## src/rtl/scan_controller.sv

```systemverilog
// scan_controller: VGA scan counters with delayed sync outputs and a double-buffered polygon bank.
// Host writes land in the shadow bank; the active bank reloads from it only at the start of vertical blank.
module scan_controller #(
    parameter int H_VISIBLE = 640,
    parameter int H_FRONT   = 16,
    parameter int H_SYNC    = 96,
    parameter int H_BACK    = 48,
    parameter int V_VISIBLE = 480,
    parameter int V_FRONT   = 10,
    parameter int V_SYNC    = 2,
    parameter int V_BACK    = 33
) (
    input  logic        clk,
    input  logic        rst_n,
    input  logic        wr_en,
    input  logic [3:0]  wr_addr,
    input  logic [13:0] wr_data,
    output logic [8:0]  pixel_row,
    output logic [9:0]  pixel_col,
    output logic [1:0]  cmp_en,
    output logic [5:0]  background_color,
    output logic [11:0] poly_color,
    output logic [13:0] v0_x,
    output logic [13:0] v1_x,
    output logic [13:0] v2_x,
    output logic [11:0] v0_y,
    output logic [11:0] v1_y,
    output logic [11:0] v2_y,
    output logic        hsync,
    output logic        vsync,
    output logic        display_en,
    output logic        frame_start,
    output logic        commit_ack
);
    localparam logic [9:0] H_VIS   = 10'(H_VISIBLE);
    localparam logic [9:0] H_LAST  = 10'(H_VISIBLE + H_FRONT + H_SYNC + H_BACK - 1);
    localparam logic [9:0] HS_FIRST = 10'(H_VISIBLE + H_FRONT);
    localparam logic [9:0] HS_LAST  = 10'(H_VISIBLE + H_FRONT + H_SYNC - 1);
    localparam logic [9:0] V_VIS   = 10'(V_VISIBLE);
    localparam logic [9:0] V_LAST  = 10'(V_VISIBLE + V_FRONT + V_SYNC + V_BACK - 1);
    localparam logic [9:0] VS_FIRST = 10'(V_VISIBLE + V_FRONT);
    localparam logic [9:0] VS_LAST  = 10'(V_VISIBLE + V_FRONT + V_SYNC - 1);

    typedef struct packed {
        logic [13:0] v0_x;
        logic [11:0] v0_y;
        logic [13:0] v1_x;
        logic [11:0] v1_y;
        logic [13:0] v2_x;
        logic [11:0] v2_y;
        logic [11:0] poly_color;
        logic [1:0]  cmp_en;
        logic [5:0]  bg;
    } bank_t;

    logic [1:0] rst_sync_q;
    logic       rst_core_n;
    logic [9:0] h_q, h_d, v_q, v_d;
    logic       h_wrap, swap, hs_n, vs_n, vis;
    logic       hsync_q, vsync_q, de_q, ack_q, ack_d;
    logic       pend_q, pend_d;
    bank_t      shadow_q, shadow_d, active_q, active_d;

    // Reset asserts immediately but releases two clocks later, aligned to clk.
    always_ff @(posedge clk or negedge rst_n)
        if (!rst_n) rst_sync_q <= 2'b00;
        else        rst_sync_q <= {rst_sync_q[0], 1'b1};

    assign rst_core_n = rst_sync_q[1];

    always_comb begin
        h_wrap = h_q == H_LAST;
        h_d    = h_wrap ? 10'd0 : h_q + 10'd1;
        v_d    = !h_wrap ? v_q : (v_q == V_LAST) ? 10'd0 : v_q + 10'd1;
        hs_n   = !(h_q >= HS_FIRST && h_q <= HS_LAST);
        vs_n   = !(v_q >= VS_FIRST && v_q <= VS_LAST);
        vis    = h_q < H_VIS && v_q < V_VIS;
        swap   = h_q == 10'd0 && v_q == V_VIS;
    end

    always_comb begin
        pixel_col   = h_q < H_VIS ? h_q : 10'd0;
        pixel_row   = v_q < V_VIS ? v_q[8:0] : 9'd0;
        frame_start = rst_core_n && h_q == 10'd0 && v_q == 10'd0;
    end

    always_comb begin
        shadow_d = shadow_q;
        if (wr_en)
            case (wr_addr)
                4'd0: shadow_d.v0_x = wr_data;
                4'd1: shadow_d.v0_y = wr_data[11:0];
                4'd2: shadow_d.v1_x = wr_data;
                4'd3: shadow_d.v1_y = wr_data[11:0];
                4'd4: shadow_d.v2_x = wr_data;
                4'd5: shadow_d.v2_y = wr_data[11:0];
                4'd6: shadow_d.poly_color = wr_data[11:0];
                4'd7: {shadow_d.cmp_en, shadow_d.bg} = wr_data[7:0];
                default: ;
            endcase
    end

    // The swap sees pre-write shadow and pre-write pending; a commit in the swap cycle re-arms.
    always_comb begin
        ack_d    = swap && pend_q;
        active_d = ack_d ? shadow_q : active_q;
        pend_d   = (pend_q && !swap) || (wr_en && wr_addr == 4'd8);
    end

    always_ff @(posedge clk or negedge rst_core_n)
        if (!rst_core_n) begin
            h_q      <= '0;
            v_q      <= '0;
            hsync_q  <= 1'b1;
            vsync_q  <= 1'b1;
            de_q     <= 1'b0;
            ack_q    <= 1'b0;
            pend_q   <= 1'b0;
            shadow_q <= '0;
            active_q <= '0;
        end else begin
            h_q      <= h_d;
            v_q      <= v_d;
            hsync_q  <= hs_n;
            vsync_q  <= vs_n;
            de_q     <= vis;
            ack_q    <= ack_d;
            pend_q   <= pend_d;
            shadow_q <= shadow_d;
            active_q <= active_d;
        end

    assign hsync            = hsync_q;
    assign vsync            = vsync_q;
    assign display_en       = de_q;
    assign commit_ack       = ack_q;
    assign v0_x             = active_q.v0_x;
    assign v0_y             = active_q.v0_y;
    assign v1_x             = active_q.v1_x;
    assign v1_y             = active_q.v1_y;
    assign v2_x             = active_q.v2_x;
    assign v2_y             = active_q.v2_y;
    assign poly_color       = active_q.poly_color;
    assign cmp_en           = active_q.cmp_en;
    assign background_color = active_q.bg;
endmodule
```

## config.mk

```make
export PLATFORM = sky130hd
export DESIGN_NAME = scan_controller
export DESIGN_NICKNAME = d
export VERILOG_FILES = /design/src/rtl/scan_controller.sv
export SDC_FILE = /design/constraint.sdc
export NUM_CORES = 1
export LEC_CHECK = 0
export ABC_AREA = 1
export CORE_MARGIN = 2
export CORE_UTILIZATION = 44
export DETAILED_ROUTE_END_ITERATION = 12
export DONT_BUFFER_PORTS = 1
export PLACE_DENSITY = 0.62
export SLEW_MARGIN = 10
export SYNTH_ARGS = -nofsm -noshare
export SYNTH_HDL_FRONTEND = slang
export SYNTH_SLANG_ARGS = --single-unit
```

## constraint.sdc

```tcl
create_clock -name clk -period 20.7 [get_ports clk]
set_input_delay 2.07 -clock clk [delete_from_list [all_inputs] [get_ports clk]]
set_output_delay 2.07 -clock clk [all_outputs]
set_load 0.005 [all_outputs]
```

==> metrics.md <==
| Metric | Value |
|---|---|
| Fin crit period | `just under 4000 ps` |
| ANT cells | `0` |
| Crit path max-delay family | `simple AND/OR/NAND/NOR gates` |
| CP peak stage delay | `~440 ps` |
| Initial Utilization | `about 45%` |
| Met1 Wirelength | `between 10,000 and 15,000 um` |
| Critical Path RT | `approximately 19,000 ps` |
| Leakage power | `between 5 and 6 nW` |
| DRT Pass-1 Iters | `5` |
| Hold Path Cell Cnt | `0` |
| Hold Buf Count CTS | `0` |
| Placed cell count | `approximately 1,200` |
| Fin util | `49.4%` |
| Worst min path class | `reg -> reg` |
| Initial antenna violation count | `0` |
| Final GP Congestion | `roughly 0.86` |
| Reg-to-reg startpoint | `v_q[5]$_DFFE_PN0N_` |
| Cells after Synth | `between 900 and 1,000` |
| Ys Warns | `0` |
| Die span in x | `about 150 um` |
| Filler cells | `between 1,500 and 2,000` |
| Reg2reg end | `v0_x[9]$_DFFE_PN0P_` |
| Die Height | `147 um` |
| CTS tree | `yes` |
| Final layout net count | `between 900 and 1,000` |
| CP Data Arrival Time | `between 1500 and 2000 ps` |
| Total routed wirelength | `between 20,000 and 25,000 um` |
| CTS H-tree lvls | `1` |
| # IOs | `143` |
| Crit start category | `flop` |
| Post-cts repair resize count | `0` |
| Vias in the first global route | `6,255` |
| Fin. Hold Viols | `0` |
| Setup Buffers After CTS | `0` |
| Largest net degree at the start of global routing | `approximately 100` |
| Port buffer count | `0` |
| Syn avg cell area | `9.13 sq um` |
| Clock tree sinks | `around 220` |
| Reg2Reg Setup Slack | `around 18,000 ps` |
| Routed via count | `6,735` |
| Synth cell types | `27` |
| Die area | `roughly 22,000 sq um` |
| Crit path buffers/inverters | `0` |
| Hold Path End | `rst_sync_q[1]$_DFF_PN0_` |
| Core ar. | `20,200 sq um` |
| First-pass GRT wire length | `around 36,000 um` |
| Met2 wire len | `10,100 um` |
| Slew margin rel. | `about a quarter` |
| Crit share post-route | `between 10% and 20%` |
| Fin. max-slew vios | `0` |
| 1st-iter DRT viols | `slightly below 500` |
| Critical Path, Cell by Cell | `nor2_1, nand3_1, nor2_4, nor3b_1` |
| CTS Root Buffer Type | `clkbuf_16` |
| P&R area growth vs syn | `10.3%` |
| Max Fclk | `roughly 260 MHz` |
| Hold_sp | `rst_sync_q[0]$_DFF_PN0_` |
| Worst-path clk slew | `60 ps` |
| R2R cell count | `7` |
| GR Overflow Total | `0` |
| Vias per cell | `5.39` |
| Tightest Pin Transition | `roughly 1100 ps` |
| Post-route non-filler standard cell count | `1,250` |
| DR top layer | `met4` |
| Layout cell share with drive strength beyond 1 | `around 5.4%` |
| Antenna Nets Post-Route | `0` |
| Top cell type's share of synthesized area | `around 61%` |
| Pwr/cell area | `around 98 nW/um^2` |
| Clock skew | `6.75 ps` |
| CTS max path bufs | `3` |
| CP max stage cell | `dfrtp_1` |
| Drc violations | `0` |
| #FFs+latches synth | `around 220` |
| Critical path class | `reg -> out` |
| Post-DP Area | `9220 sq um` |
| DP Worst Slack | `17,120 ps` |
| Final setup fails | `0` |
| Sequential element share of the synthesized area | `61.6%` |
| Syn_nets | `around 1,000` |
| Clock latency at the later pin of the worst-skew pair | `about 500 ps` |
| Met3 WL | `1610 um` |
| CP max FO | `6` |
| CP endpoint kind | `primary output` |
| MaxCap Viol Count | `0` |
| RSZ-0062 raised after global routing | `false` |
| VDD IR max | `57.6 uV` |
| Mapped Area | `around 9000 sq um` |
| CTS buffer count | `24` |
| Worst setup margin | `around 17,000 ps` |
| Routed len/inst | `approximately 18 um` |
| Leading area contributor after synthesis | `dfrtp_1` |
| Status | `finished clean` |
| HPWL Detailed | `about 14,000 um` |
| Setup TNS | `0 ps` |
| Final instance area | `about 10000 sq um` |
| Global Route Usage Sum | `21.0%` |
| Synth top area cells | `dfrtp_1 61%, nand2_1 13%, nand4_1 7.3%, o21ai_0 4.6%, nor2_1 3.4%` |
| # rows | `52` |
[cell usage after synthesis]
cell type and n:
buf_2 20, and3_1 2, ha_1 5, o2111ai_1 1, nand3_1 19, buf_4 2
buf_6 1, nor4_1 1, nand4_1 105, a31oi_1 1, a21oi_1 30, dfrtp_1 221
nand2_1 315, xor2_1 6, nor2_4 1, dfstp_2 2, nor3_1 3, nor3b_1 1
conb_1 1, nor3_2 1, clkbuf_1 37, nor2_1 81, nand3_2 1, o21ai_0 83
clkinv_1 1, inv_1 50, o211ai_1 1
[final cells by class]
cell class	count	area (sq um)	area share, %
Timing Repair Buffer	8	60.1	0.601
Multi-Input combinational cell	658	3040	30.5
Clock buffer	37	751	7.52
Clock inverter	3	15.0	0.150
Sequential cell	223	5590	56.0
Tap cell	270	338	3.38
Inverter	51	191	1.92
[layout by cell type, fill, tap and decap left out, types with 3 or more instances in the layout]
cell,Yosys,final
nand2_1,315,315
dfrtp_1,221,219
nand4_1,105,105
o21ai_0,83,83
nor2_1,81,80
inv_1,50,50
a21oi_1,30,30
clkbuf_16,0,25
nand3_1,19,19
clkbuf_8,0,8
buf_4,2,8
xor2_1,6,6
ha_1,5,5
clkbuf_1,37,4
clkinv_2,0,3
[through the flow]
| stage | hold slack (ps) | total power, mW |
|---|---|---|
| after floorplan | 331 | 0.550 |
| after global placement | 335 | 0.568 |
| after detailed placement | 337 | 0.571 |
| after CTS | 351 | 0.986 |
| after global routing | 368 | 1.02 |
| final | 351 | 0.975 |
[sequential cells by signal, indices dropped and copies added, names as in the netlist]
register	cells
shadow_q	98
v0_x	14
v1_x	14
v2_x	14
poly_color	12
v0_y	12
v1_y	12
v2_y	12
h_q	10
v_q	10
background_color	6
cmp_en	2
rst_sync_q	2
commit_ack	1
display_en	1
hsync	1
pend_q	1
vsync	1
[cell families after synthesis]
| family | synth area share [%] |
|---|---|
| xor+xnor | 0.580 |
| compound gates | 6.49 |
| flops | 61.6 |
| simple gates | 25.5 |
| other cells | 0.0414 |
| buf+inv | 5.04 |
| fa+ha+maj | 0.691 |
[how the worst max path moves through the flow]
stage	slack, ps	startpoint	depth (start not counted)	end
after floorplan	12860	rst_sync_q[1]$_DFF_PN0_	2	frame_start
final	16820	h_q[7]$_DFF_PN0_	4	frame_start
after CTS	16790	h_q[7]$_DFF_PN0_	4	frame_start
after detailed placement	17120	wr_addr[2]	4	shadow_q[32]$_DFFE_PN0P_
after global placement	17230	wr_addr[1]	3	shadow_q[86]$_DFFE_PN0P_
after global routing	16630	h_q[7]$_DFF_PN0_	4	frame_start
[metal layers]
layer	global-route usage, %	vias to the layer above
met2	30.6	220
met1	31.9	3263
li1	-	3216
met5	0	-
met3	4.38	36
met4	5.77	0
[worst reg2reg max path: cells and delay by family, from the launching register on]
kind	cells	cell delay, ps
AND/OR/NAND/NOR	5	970
buffers and inverters	2	1340
flip-flops	1	450
[power breakdown]
part | total [mW] | switching [mW] | leakage (nW) | internal (mW)
clock network | 0.411 | 0.165 | 0.382 | 0.247
logic | 0.0577 | 0.0391 | 1.77 | 0.0186
registers | 0.506 | 0.0279 | 2.93 | 0.478
total | 0.975 | 0.232 | 5.08 | 0.743
Note: power is estimated with default switching activity, not from simulation.
